**src/rtl/pipe_pkg.sv**
```systemverilog
// Shared encodings for the RV32I pipeline control path: writeback selects,
// forwarding selects and the data-memory handshake FSM states.
package pipe_pkg;

  localparam logic [1:0] WB_ALU = 2'b00;
  localparam logic [1:0] WB_MEM = 2'b01;
  localparam logic [1:0] WB_PC4 = 2'b10;

  localparam logic [1:0] FWD_RF = 2'b00;
  localparam logic [1:0] FWD_M  = 2'b01;
  localparam logic [1:0] FWD_W  = 2'b10;

  typedef enum logic [1:0] {
    RUN  = 2'b00,
    WAIT = 2'b01,
    TOUT = 2'b10
  } state_e;

endpackage

```
**src/rtl/fwd_sel.sv**
```systemverilog
// E-stage operand forwarding select for one source operand.
// The M stage has priority over W because it holds the younger result.
module fwd_sel
  import pipe_pkg::*;
(
  input  logic [4:0] rs_addr_i,
  input  logic [4:0] rd_addrM_i,
  input  logic       rd_wr_enM_i,
  input  logic [4:0] rd_addrW_i,
  input  logic       rd_wr_enW_i,
  output logic [1:0] fwd_o
);

  always_comb begin
    fwd_o = FWD_RF;
    if (rd_wr_enM_i && (rd_addrM_i != 5'd0) && (rd_addrM_i == rs_addr_i)) begin
      fwd_o = FWD_M;
    end else if (rd_wr_enW_i && (rd_addrW_i != 5'd0) && (rd_addrW_i == rs_addr_i)) begin
      fwd_o = FWD_W;
    end
  end

endmodule

```
**src/rtl/pipe_ctrl.sv**
```systemverilog
// Hazard and sequencing controller for the 5-stage RV32I pipeline: stalls,
// flushes, E-stage forwarding and the data-memory wait/timeout handshake.
//
// state | meaning
// RUN   | no memory wait in progress (first low-ready cycle is also stalled here)
// WAIT  | M-stage access waiting on dmem_ready, cnt tracks stalled cycles
// TOUT  | access abandoned: one-cycle mem_err, M result discarded, pipe advances
module pipe_ctrl #(
  parameter int         TIMEOUT = 16,
  parameter logic [1:0] WB_MEM  = 2'b01
) (
  input  logic       clk,
  input  logic       rst_n,
  input  logic [4:0] rs1_addrD,
  input  logic [4:0] rs2_addrD,
  input  logic [4:0] rs1_addrE,
  input  logic [4:0] rs2_addrE,
  input  logic [4:0] rd_addrE,
  input  logic       rd_wr_enE,
  input  logic [1:0] wb_selE,
  input  logic       pc_selE,
  input  logic [4:0] rd_addrM,
  input  logic       rd_wr_enM,
  input  logic [1:0] wb_selM,
  input  logic       mem_wr_enM,
  input  logic [4:0] rd_addrW,
  input  logic       rd_wr_enW,
  input  logic       dmem_ready,
  output logic       dmem_req,
  output logic       stallF,
  output logic       stallD,
  output logic       stallE,
  output logic       stallM,
  output logic       flushD,
  output logic       flushE,
  output logic       flushW,
  output logic [1:0] fwd_aE,
  output logic [1:0] fwd_bE,
  output logic       mem_err
);

  import pipe_pkg::*;

  localparam logic [7:0] CNT_LAST = 8'(TIMEOUT - 1);

  state_e     state_q;
  logic [7:0] cnt_q;
  logic       mem_m;
  logic       mwait;
  logic       lu;

  assign mem_m    = (wb_selM == WB_MEM) | mem_wr_enM;
  assign dmem_req = mem_m & (state_q != TOUT);
  assign mwait    = dmem_req & ~dmem_ready;
  assign lu       = (wb_selE == WB_MEM) & rd_wr_enE & (rd_addrE != 5'd0) &
                    ((rd_addrE == rs1_addrD) | (rd_addrE == rs2_addrD));

  // cnt counts stalled cycles of the current access, including the one spent
  // in RUN, so the abort fires after exactly TIMEOUT low-ready cycles.
  always_ff @(posedge clk or negedge rst_n) begin
    if (!rst_n) begin
      state_q <= RUN;
      cnt_q   <= 8'd0;
    end else begin
      case (state_q)
        RUN: begin
          if (mwait) begin
            state_q <= WAIT;
            cnt_q   <= 8'd1;
          end else begin
            cnt_q   <= 8'd0;
          end
        end
        WAIT: begin
          if (!mwait) begin
            state_q <= RUN;
            cnt_q   <= 8'd0;
          end else if (cnt_q == CNT_LAST) begin
            state_q <= TOUT;
            cnt_q   <= 8'd0;
          end else begin
            cnt_q   <= cnt_q + 8'd1;
          end
        end
        default: begin
          state_q <= RUN;
          cnt_q   <= 8'd0;
        end
      endcase
    end
  end

  assign mem_err = (state_q == TOUT);

  always_comb begin
    stallF = 1'b0;
    stallD = 1'b0;
    stallE = 1'b0;
    stallM = 1'b0;
    flushD = 1'b0;
    flushE = 1'b0;
    flushW = 1'b0;
    if (mwait) begin
      stallF = 1'b1;
      stallD = 1'b1;
      stallE = 1'b1;
      stallM = 1'b1;
      flushW = 1'b1;
    end else if (state_q == TOUT) begin
      flushW = 1'b1;
    end else if (pc_selE) begin
      flushD = 1'b1;
      flushE = 1'b1;
    end else if (lu) begin
      stallF = 1'b1;
      stallD = 1'b1;
      flushE = 1'b1;
    end
  end

  fwd_sel u_fwd_a (
    .rs_addr_i   (rs1_addrE),
    .rd_addrM_i  (rd_addrM),
    .rd_wr_enM_i (rd_wr_enM),
    .rd_addrW_i  (rd_addrW),
    .rd_wr_enW_i (rd_wr_enW),
    .fwd_o       (fwd_aE)
  );

  fwd_sel u_fwd_b (
    .rs_addr_i   (rs2_addrE),
    .rd_addrM_i  (rd_addrM),
    .rd_wr_enM_i (rd_wr_enM),
    .rd_addrW_i  (rd_addrW),
    .rd_wr_enW_i (rd_wr_enW),
    .fwd_o       (fwd_bE)
  );

endmodule

```
**config.mk**
```make
export PLATFORM = sky130hd
export DESIGN_NAME = pipe_ctrl
export DESIGN_NICKNAME = d
export VERILOG_FILES = /design/src/rtl/pipe_pkg.sv /design/src/rtl/fwd_sel.sv /design/src/rtl/pipe_ctrl.sv
export SDC_FILE = /design/constraint.sdc
export NUM_CORES = 1
export LEC_CHECK = 0
export ABC_AREA = 1
export ABC_CLOCK_PERIOD_IN_PS = 2100
export CAP_MARGIN = 40
export CORE_UTILIZATION = 35
export CTS_CLUSTER_DIAMETER = 200
export DETAILED_ROUTE_END_ITERATION = 8
export GPL_ROUTABILITY_DRIVEN = 0
export PLACE_DENSITY_LB_ADDON = 0.05
export SKIP_CTS_REPAIR_TIMING = 1
export SYNTH_ARGS = -nofsm -noshare
export SYNTH_HDL_FRONTEND = slang
export SYNTH_SLANG_ARGS = --single-unit
```
**constraint.sdc**
```tcl
create_clock -name clk -period 2.1 [get_ports clk]
set_clock_uncertainty 0.1 [all_clocks]
set_input_delay 0.21 -clock clk [delete_from_list [all_inputs] [get_ports clk]]
set_output_delay 0.21 -clock clk [all_outputs]
set_load 0.01 [all_outputs]
```
==> results by group <==
Placed design
  – Input/output buffers: 59
  – HPWL after detailed placement: 2.35 mm
  – Inst Count DP: 272
  – DP Area: 1740 sq um

Layout
  – Layout Cells excl Fill: 276
  – Layout cells sized above 1: 11.1%
  – Most frequent cells in the layout: clkdlybuf4s50_1, nand2_1, inv_1, nor2_1, xnor2_1
  – Commonest non-fill, non-tap cell in the layout: clkdlybuf4s50_1
  – Layout filler cell count: 262
  – Final Cell Area: 1830 sq um
  – # diodes: 0
  – Layout Area Growth over Synthesis: 65.9%
  – Nets: 283

Clock tree
  – H-tree level count: 1
  – Clock buffer depth: 2
  – CTS tree: built
  – TritonCTS buffer count: 3
  – Clk root buf: clkbuf_4
  – Register clock-pin slew on the reported worst setup and hold paths: 0.07 ns
  – Clk sink count: 10
  – Worst skew pair latency: 0.27 ns

Worst setup path
  – R2R Path Start: cnt_q[0]$_DFF_PN0_
  – Crit path max fanout: 5
  – Required time of the critical path: 1.79 ns
  – Crit path launch: wb_selM[0]
  – Setup crit start kind: primary input
  – Crit path kind: primary input to output port
  – Crit path DAT: 1.67 ns
  – Crit end category: output port

Worst hold path
  – Type of the worst min-delay path: primary input to asynchronous set/reset pin

STA
  – RSZ-0062 raised after global routing: no
  – Total negative setup slack: 0 ns
  – Max Clk Rate: 504 MHz
  – Worst Max-Slew Pin Slew: 0.436 ns
  – Max Transition Viols Final: 0
  – Final count of negative-setup-slack endpoints: 0
  – Final worst path period need: 1.98 ns
  – Hold_ws: 0.149 ns
  – Period utilization: 94.5%
  – Final Hold Vio Count: 0
  – Rel. slew slack: 70.9%

GRT
  – Largest net degree at the start of global routing: 11
  – Overflow after GRT: 0
  – Total GRT Usage: 17.6%
  – Vias in the first global route: 1159
  – Initial antenna violation count: 0
  – First-pass GRT wire length: 4.71 mm

Drt
  – Final WL: 2.79 mm
  – Initial drt markers: 46
  – Antenna Nets Post-Route: 0
  – Vias per inst: 4.43
  – Drt wl/cell: 10.1 microns
  – Drt drc: 0
  – Vias after detailed routing: 1224
  – DRT Pass-1 Iters: 4

Logic synthesis
  – Netlist Area Pre-Place: 1100 sq um
  – Cell variety after synth: 22
  – Sequential-to-total area share from yosys stat: 22.7%
  – Mapped Nets: 219
  – Synth Instances: 171
  – #FFs+latches synth: 10
  – YS warnings: 0
  – Avg Cell Area, Syn: 6.44 sq um

Power
  – Peak VDD IR: 385 uV
  – Static Leakage: 0.967 nW
  – Pwr Density: 347 nW/um^2

Status
  – Status: finished, final reports clean

Floorplan
  – Die Y: 58.1 microns
  – Die area: 3370 sq um
  – # IOs: 60
  – Core area: 2880 sq um
  – Initial Util: 38.3%
  – Die width: 58.1 microns
  – Num rows: 19

Flow run
  – Max-cap violation count: 0
==> metrics by stage <==
step	utilization (%)	total power [mW]	worst slack, ns
2_1_floorplan	-	0.315	0.788
3_3_place_gp	60.6	0.459	-0.0441
3_5_place_dp	60.6	0.463	-0.0833
4_1_cts	61.9	0.638	-0.0856
5_1_grt	63.5	0.673	0.0505
6_report	63.5	0.633	0.115
==> per-layer routing <==
metal	part of all wire [%]	vias up	track usage [%]
met5	0	-	0
met4	1.2	0	6.12
met3	5.2	5	1.79
met2	49	31	32.2
met1	44	544	21.2
li1	-	644	-
==> logic make-up (layout without fill, tap and decap cells) <==
| family | count (synthesis) | in the layout | synth area share [%] |
|---|---|---|---|
| adder cells (fa/ha/maj) | 1 | 1 | 1.14 |
| AO/OA/AOI/OAI | 7 | 7 | 4.43 |
| XOR/XNOR | 23 | 23 | 18.3 |
| flip-flops | 10 | 10 | 22.7 |
| buffers and inverters | 34 | 97 | 12.3 |
| AND/OR/NAND/NOR | 96 | 96 | 41.1 |
==> registers in the layout (all words and copies together) (netlist names) <==
| signal | count |
|---|---|
| cnt_q | 8 |
| state_q | 2 |
==> worst paths after layout <==
kind / end / slack, ns / depth (start not counted)
max: flushW / 0.12 / 8
min: cnt_q[0]$_DFF_PN0_ / 0.15 / 1
max reg2reg: cnt_q[6]$_DFF_PN0_ / 0.68 / 8
min reg2reg: state_q[0]$_DFFE_PN0P_ / 0.44 / 3
max in group asynchronous: cnt_q[6]$_DFF_PN0_ / 1.45 / 1
min in group clk: state_q[0]$_DFFE_PN0P_ / 0.44 / 3
==> report_power, final <==
part	internal (mW)	leakage, nW	switching (mW)
Clock	0.105	0.0210	0.0668
Sequential	0.197	0.137	0.00229
Combinational	0.149	0.809	0.112
==> Yosys cell counts <==
library cell | instances | area share [%]
buf_4 | 2 | 1.4
dfrtp_1 | 10 | 23
ha_1 | 1 | 1.1
inv_1 | 27 | 9.2
inv_2 | 5 | 1.7
nand2_1 | 40 | 14
nand2_2 | 1 | 0.57
nand2_4 | 1 | 1.0
nand3_1 | 10 | 4.5
nand3_4 | 1 | 1.6
nand4_1 | 3 | 1.7
nand4_2 | 1 | 1.1
nor2_1 | 28 | 9.5
nor2_2 | 4 | 2.3
nor2_4 | 1 | 1.0
nor2_8 | 1 | 1.8
nor3_1 | 5 | 2.3
o21ai_0 | 4 | 1.8
o21ai_1 | 2 | 0.91
o21bai_4 | 1 | 1.7
xnor2_1 | 16 | 13
xor2_1 | 7 | 5.6
==> critical path, cell delays in order <==
cell and delay (ns):
clkdlybuf4s50_1 0.45, inv_1 0.06, o21bai_4 0.13, nand2_4 0.08
nor2_8 0.13, nor2_4 0.05, inv_1 0.05, clkdlybuf4s50_1 0.52
==> cell type report <==
cell class / instances / area [sq um] / area share [%]
flip-flops and latches: 10 / 250 / 13.7
multi-input cells: 127 / 737 / 40.3
inverters: 32 / 120 / 6.58
well taps: 42 / 52.6 / 2.88
clock buffers: 4 / 36.3 / 1.99
repair buffers: 61 / 631 / 34.5
No activity file was read; power rests on OpenSTA's default activity.
